File: src/rtl/fpu_addsub_frontend.sv
// Operand front-end for the single-precision add/subtract unit.
// Operand pairs are buffered in a small circular FIFO. The head entry is
// classified, and IEEE-754 special cases (NaN, Inf, zero/denormal) are
// resolved into a precomputed result. The output register feeds both the
// adder and the writeback mux.
module fpu_addsub_frontend #(
  parameter int DEPTH = 2,
  parameter int TAG_W = 5
) (
  input  logic                       clk,
  input  logic                       rst_n,
  input  logic                       flush,
  input  logic                       in_valid,
  output logic                       in_ready,
  input  logic [31:0]                in_a,
  input  logic [31:0]                in_b,
  input  logic                       in_op,
  input  logic [TAG_W-1:0]           in_tag,
  output logic                       out_valid,
  input  logic                       out_ready,
  output logic [31:0]                out_n1,
  output logic [31:0]                out_n2,
  output logic                       out_sel,
  output logic [TAG_W-1:0]           out_tag,
  output logic                       out_special,
  output logic [31:0]                out_special_result,
  output logic                       out_nv,
  output logic [$clog2(DEPTH):0]     occupancy
);

  localparam int PW = $clog2(DEPTH);
  localparam int CW = PW + 1;
  localparam logic [31:0] QNAN = 32'h7FC0_0000;

  logic [31:0]      mem_a   [DEPTH];
  logic [31:0]      mem_b   [DEPTH];
  logic             mem_op  [DEPTH];
  logic [TAG_W-1:0] mem_tag [DEPTH];

  logic [PW-1:0] wr_ptr;
  logic [PW-1:0] rd_ptr;
  logic [CW-1:0] count;

  logic push;
  logic pop;

  // in_ready looks only at the registered count, never at out_ready
  assign in_ready  = (count < CW'(DEPTH));
  assign occupancy = count;
  assign push      = !flush && in_valid && in_ready;
  assign pop       = !flush && (count != '0) && (!out_valid || out_ready);

  logic [31:0]      head_a;
  logic [31:0]      head_b;
  logic             head_op;
  logic [TAG_W-1:0] head_tag;

  assign head_a   = mem_a[rd_ptr];
  assign head_b   = mem_b[rd_ptr];
  assign head_op  = mem_op[rd_ptr];
  assign head_tag = mem_tag[rd_ptr];

  // FIFO storage write; contents need no reset since count guards reads
  always_ff @(posedge clk) begin
    if (push) begin
      mem_a[wr_ptr]   <= in_a;
      mem_b[wr_ptr]   <= in_b;
      mem_op[wr_ptr]  <= in_op;
      mem_tag[wr_ptr] <= in_tag;
    end
  end

  // Pointer and count bookkeeping; pointers wrap naturally (DEPTH is 2^n)
  always_ff @(posedge clk or negedge rst_n) begin
    if (!rst_n) begin
      wr_ptr <= '0;
      rd_ptr <= '0;
      count  <= '0;
    end else if (flush) begin
      wr_ptr <= '0;
      rd_ptr <= '0;
      count  <= '0;
    end else begin
      if (push) wr_ptr <= wr_ptr + 1'b1;
      if (pop)  rd_ptr <= rd_ptr + 1'b1;
      case ({push, pop})
        2'b10:   count <= count + 1'b1;
        2'b01:   count <= count - 1'b1;
        default: count <= count;
      endcase
    end
  end

  logic eb;
  logic a_nan, b_nan, a_snan, b_snan, a_inf, b_inf, a_zero, b_zero;
  logic        spec;
  logic [31:0] spec_res;
  logic        spec_nv;

  assign eb     = head_b[31] ^ head_op;
  assign a_nan  = (head_a[30:23] == 8'hFF) && (head_a[22:0] != '0);
  assign b_nan  = (head_b[30:23] == 8'hFF) && (head_b[22:0] != '0);
  assign a_snan = a_nan && !head_a[22];
  assign b_snan = b_nan && !head_b[22];
  assign a_inf  = (head_a[30:23] == 8'hFF) && (head_a[22:0] == '0);
  assign b_inf  = (head_b[30:23] == 8'hFF) && (head_b[22:0] == '0);
  // exponent zero covers denormals, which are flushed to zero
  assign a_zero = (head_a[30:23] == 8'h00);
  assign b_zero = (head_b[30:23] == 8'h00);

  // Special-case resolution in priority order on the head entry
  always_comb begin
    spec     = 1'b1;
    spec_res = '0;
    spec_nv  = 1'b0;
    if (a_nan || b_nan) begin
      spec_res = QNAN;
      spec_nv  = a_snan || b_snan;
    end else if (a_inf && b_inf && (head_a[31] != eb)) begin
      spec_res = QNAN;
      spec_nv  = 1'b1;
    end else if (a_inf) begin
      spec_res = head_a;
    end else if (b_inf) begin
      spec_res = {eb, 8'hFF, 23'h0};
    end else if (a_zero && b_zero) begin
      spec_res = {head_a[31] & eb, 31'h0};
    end else if (a_zero) begin
      spec_res = {eb, head_b[30:0]};
    end else if (b_zero) begin
      spec_res = head_a;
    end else begin
      spec = 1'b0;
    end
  end

  // Output register: load on pop, hold under stall, drop valid when drained
  always_ff @(posedge clk or negedge rst_n) begin
    if (!rst_n) begin
      out_valid          <= 1'b0;
      out_n1             <= '0;
      out_n2             <= '0;
      out_sel            <= 1'b0;
      out_tag            <= '0;
      out_special        <= 1'b0;
      out_special_result <= '0;
      out_nv             <= 1'b0;
    end else if (flush) begin
      out_valid   <= 1'b0;
      out_special <= 1'b0;
      out_nv      <= 1'b0;
    end else if (pop) begin
      out_valid          <= 1'b1;
      out_n1             <= head_a;
      out_n2             <= head_b;
      out_sel            <= head_op;
      out_tag            <= head_tag;
      out_special        <= spec;
      out_special_result <= spec_res;
      out_nv             <= spec_nv;
    end else if (out_ready) begin
      out_valid <= 1'b0;
    end
  end

endmodule

File: config.mk
export PLATFORM = sky130hd
export DESIGN_NAME = fpu_addsub_frontend
export DESIGN_NICKNAME = d
export VERILOG_FILES = /design/src/rtl/fpu_addsub_frontend.sv
export SDC_FILE = /design/constraint.sdc
export NUM_CORES = 1
export LEC_CHECK = 0
export CAP_MARGIN = 0
export CORE_MARGIN = 8
export CORE_UTILIZATION = 30
export DETAILED_ROUTE_END_ITERATION = 16
export PLACE_DENSITY = 0.59
export SLEW_MARGIN = 20
export SYNTH_ARGS = -nofsm -noshare
export SYNTH_HDL_FRONTEND = slang
export SYNTH_SLANG_ARGS = --single-unit
File: constraint.sdc
create_clock -name clk -period 7.95 [get_ports clk]
set_input_delay 1.59 -clock clk [delete_from_list [all_inputs] [get_ports clk]]
set_output_delay 1.59 -clock clk [all_outputs]
set_load 0.005 [all_outputs]
==> results.sh <==
export IMPL_cp_buffers_inverters=3
export IMPL_drive_gt1_frac=0.0629
export IMPL_p_sw_w=0.00105
export IMPL_critPathKind="primary input to flop"
export IMPL_ys_flop_type="edfxtp_1"
export IMPL_ys_ff_latch=249
export IMPL_yosysWarnings=0
export IMPL_initial_utilization=0.303
export IMPL_avgSynthCellArea_um2=12.7
export IMPL_grt_pass1_wl_um=42900
export IMPL_reg2reg_to="out_special_result[22]$_DFFE_PN0P_"
export IMPL_ant_nets=0
export IMPL_synth_distinct_cells=52
export IMPL_status="completed"
export IMPL_hp_start="out_n2[3]$_DFFE_PN0P_"
export IMPL_wirelength_um=28700
export IMPL_hold_buffers=0
export IMPL_worstMarginPinSlew_ns=0.996
export IMPL_dieArea_um2=40000
export IMPL_slowest_delay_ns=0.71
export IMPL_stdcell_count=1449
export IMPL_nFillCells=3190
export IMPL_fin_nets=1055
export IMPL_clock_latency_ns=0.54
export IMPL_clockBufferDepth=3
export IMPL_max_clock_freq_mhz=257
export IMPL_cts_sinks=249
export IMPL_async_flop_share=0.438
export IMPL_routabilityCongestion=0.782
export IMPL_hp_class="flop to flop"
export IMPL_drt_pass1_iter_count=4
export IMPL_drc=0
export IMPL_switching_share=0.273
export IMPL_p_leak_nw=4.87
export IMPL_pwr_share_comb=0.235
export IMPL_r2r_start="rd_ptr$_DFFE_PN0P_"
export IMPL_clkPwrFrac=0.310
export IMPL_path_cells="clkdlybuf4s50_1 -> or3_4 -> buf_4 -> buf_4 -> nand2b_1 -> o21ai_0 -> o2bb2ai_1"
export IMPL_vdd_drop_max_uv=166
export IMPL_r2r_cells=7
export IMPL_grt_use_total=0.141
export IMPL_crit_path_start_kind="primary input"
export IMPL_fin_crit_sh=0.489
export IMPL_endpoint_kind="flop"
export IMPL_antennaDiodeCount=0
export IMPL_fin_skew_ns=0.0131
export IMPL_cp_common_cell="buf_4"
export IMPL_critPathArrivalTime_ns=4.29
export IMPL_dp_cells=1396
export IMPL_cts_max_level=1
export IMPL_wire_per_inst_um=19.8
export IMPL_vias=6844
export IMPL_postCtsSetupBuffers=0
export IMPL_layout_common_cells="clkdlybuf4s50_1, edfxtp_1, nand2_1, dfrtp_1, o21ai_0"
export IMPL_syn_inst=799
export IMPL_die_w_um=200
export IMPL_p_int_w=0.00281
export IMPL_synth_fp_nets=875
export IMPL_cts_tree="built"
export IMPL_core_rowCount=67
export IMPL_finalHoldViolCount=0
export IMPL_drt_iter0_drc=346
export IMPL_min_period_ns=3.89
export IMPL_gr_total_overflow=0
export IMPL_antenna_found_initial=1
export IMPL_grt_start_max_net_pins=62
export IMPL_via_per_inst=4.72
export IMPL_die_y_um=200
export IMPL_p_per_area_nw_per_um2=290
export IMPL_relSlewSlack=0.317
export IMPL_path_clk_slew_ns=0.06
export IMPL_rsz0062_at_grt="no"
export IMPL_holdPathEnd="out_n2[3]$_DFFE_PN0P_"
export IMPL_setup_viol=0
export IMPL_synth_edf_count=140
export IMPL_numCtsBuffers=28
export IMPL_syn_cell_area_um2=10200
export IMPL_cts_resized=0
export IMPL_grt_pass1_vias=6986
export IMPL_finalInstanceArea_um2=13300
export IMPL_core_area_um2=33400
export IMPL_io_pins=183
export IMPL_worst_path_max_fanout=61
export IMPL_port_buffers=182
export IMPL_cap_viol_max_count=0
export IMPL_drv_slew=0
export IMPL_clockRootBuffer="clkbuf_16"
export IMPL_final_common_cell="clkdlybuf4s50_1"
export IMPL_synth_seq_area_share=0.683
export IMPL_post_dp_hpwl_um=21200
export IMPL_final_setup_tns_ns=0
export IMPL_required_ns=8.36
export IMPL_rrSetupSlack_ns=4.33
export IMPL_pwr_share_seq=0.456
export IMPL_placed_area_um2=12400
export IMPL_cp_top_family="buffers and inverters"
export IMPL_whs_path_depth=2
export IMPL_synthToLayoutAreaGrowth_pct=30.9
export IMPL_slowest_stage="clkdlybuf4s50_1"
routing by layer:
metal / wire length (um) / GRT usage / vias to the layer above
li1: - / - / 3280
met5: 9 / 0 / -
met3: 2130 / 0.0319 / 34
met4: 428 / 0.0297 / 2
met1: 13100 / 0.195 / 3325
met2: 13000 / 0.224 / 203
registers in the layout (all words and copies together), names as in the netlist, 2 cells and up:
signal	cells
mem_b	64
mem_tag	10
out_special_result	32
occupancy	2
mem_a	64
out_tag	5
out_n1	32
mem_op	2
out_n2	32
power by group through the flow:
stage / Clock (W) / Sequential [W] / Combinational, W
floorplan: 0 / 0.00175 / 0.000353
global placement: 0 / 0.00179 / 0.000919
detailed placement: 0 / 0.00179 / 0.000932
CTS: 0.00123 / 0.00177 / 0.000933
global route: 0.00128 / 0.00179 / 0.00101
finish: 0.00120 / 0.00176 / 0.000907
worst max-delay path by stage:
stage | slack [ns] | to | cells past startpoint | from
2_1_floorplan | 0.43 | mem_a[1][0]$_DFFE_PP_ | 2 | flush
3_3_place_gp | 3.50 | out_special_result[26]$_DFFE_PN0P_ | 7 | flush
3_5_place_dp | 3.43 | out_special_result[26]$_DFFE_PN0P_ | 7 | flush
4_1_cts | 4.01 | out_special_result[26]$_DFFE_PN0P_ | 7 | flush
5_1_grt | 3.74 | out_special_result[26]$_DFFE_PN0P_ | 7 | flush
6_report | 4.06 | out_special_result[26]$_DFFE_PN0P_ | 7 | flush
layout make-up:
type                            count  area (um^2)  area share
Timing Repair Buffer              193         1900       0.143
Sequential cell                   249         6940       0.522
Tap cell                          448          561      0.0422
Clock buffer                       41          802      0.0603
Clock inverter                     11         57.6     0.00433
Multi-Input combinational cell    491         2980       0.224
Inverter                           16         60.1     0.00452
tightest hold or removal path: cells and delay by family (launching register included):
family | cells | cell delay [ns]
flops | 1 | 0.34
compound gates | 1 | 0.06
simple gates | 1 | 0.04
cells in the mapped netlist (5+ instances only):
cell type / number / area [um^2]
nor2_1: 32 / 120
buf_1: 6 / 22.5
nor2b_1: 40 / 250
nand2b_1: 6 / 37.5
a31oi_1: 15 / 93.8
buf_2: 13 / 65.1
nor4_1: 20 / 125
a21oi_1: 16 / 80.1
clkbuf_1: 20 / 75.1
o21ai_1: 13 / 65.1
nand4_1: 9 / 56.3
a22oi_1: 6 / 45.0
nor3_1: 11 / 55.1
and3_1: 5 / 31.3
mux2i_1: 66 / 661
o21ai_0: 87 / 435
nand2_1: 108 / 405
edfxtp_1: 140 / 4200
inv_1: 16 / 60.1
dfrtp_1: 109 / 2730
nand3_1: 7 / 35.0
cell families after synthesis:
| logic type | synth area share |
|---|---|
| multiplexers | 0.0684 |
| buffers and inverters | 0.0267 |
| AO/OA/AOI/OAI | 0.0926 |
| adder cells (fa/ha/maj) | 0.00123 |
| XOR/XNOR | 0.00431 |
| AND/OR/NAND/NOR | 0.124 |
| flip-flops | 0.683 |
stage by stage:
| step | power (W) | hold WS (ns) | worst slack [ns] | utilization |
|---|---|---|---|---|
| final | 0.00386 | 0.474 | 4.06 | 0.397 |
| after global routing | 0.00408 | 0.497 | 3.74 | 0.397 |
| after global placement | 0.00271 | 0.462 | 3.50 | 0.371 |
| after detailed placement | 0.00272 | 0.470 | 3.43 | 0.371 |
| after CTS | 0.00393 | 0.483 | 4.01 | 0.397 |
| after floorplan | 0.00211 | 0.470 | 0.429 | - |
Note: power is estimated with default switching activity, not from simulation.
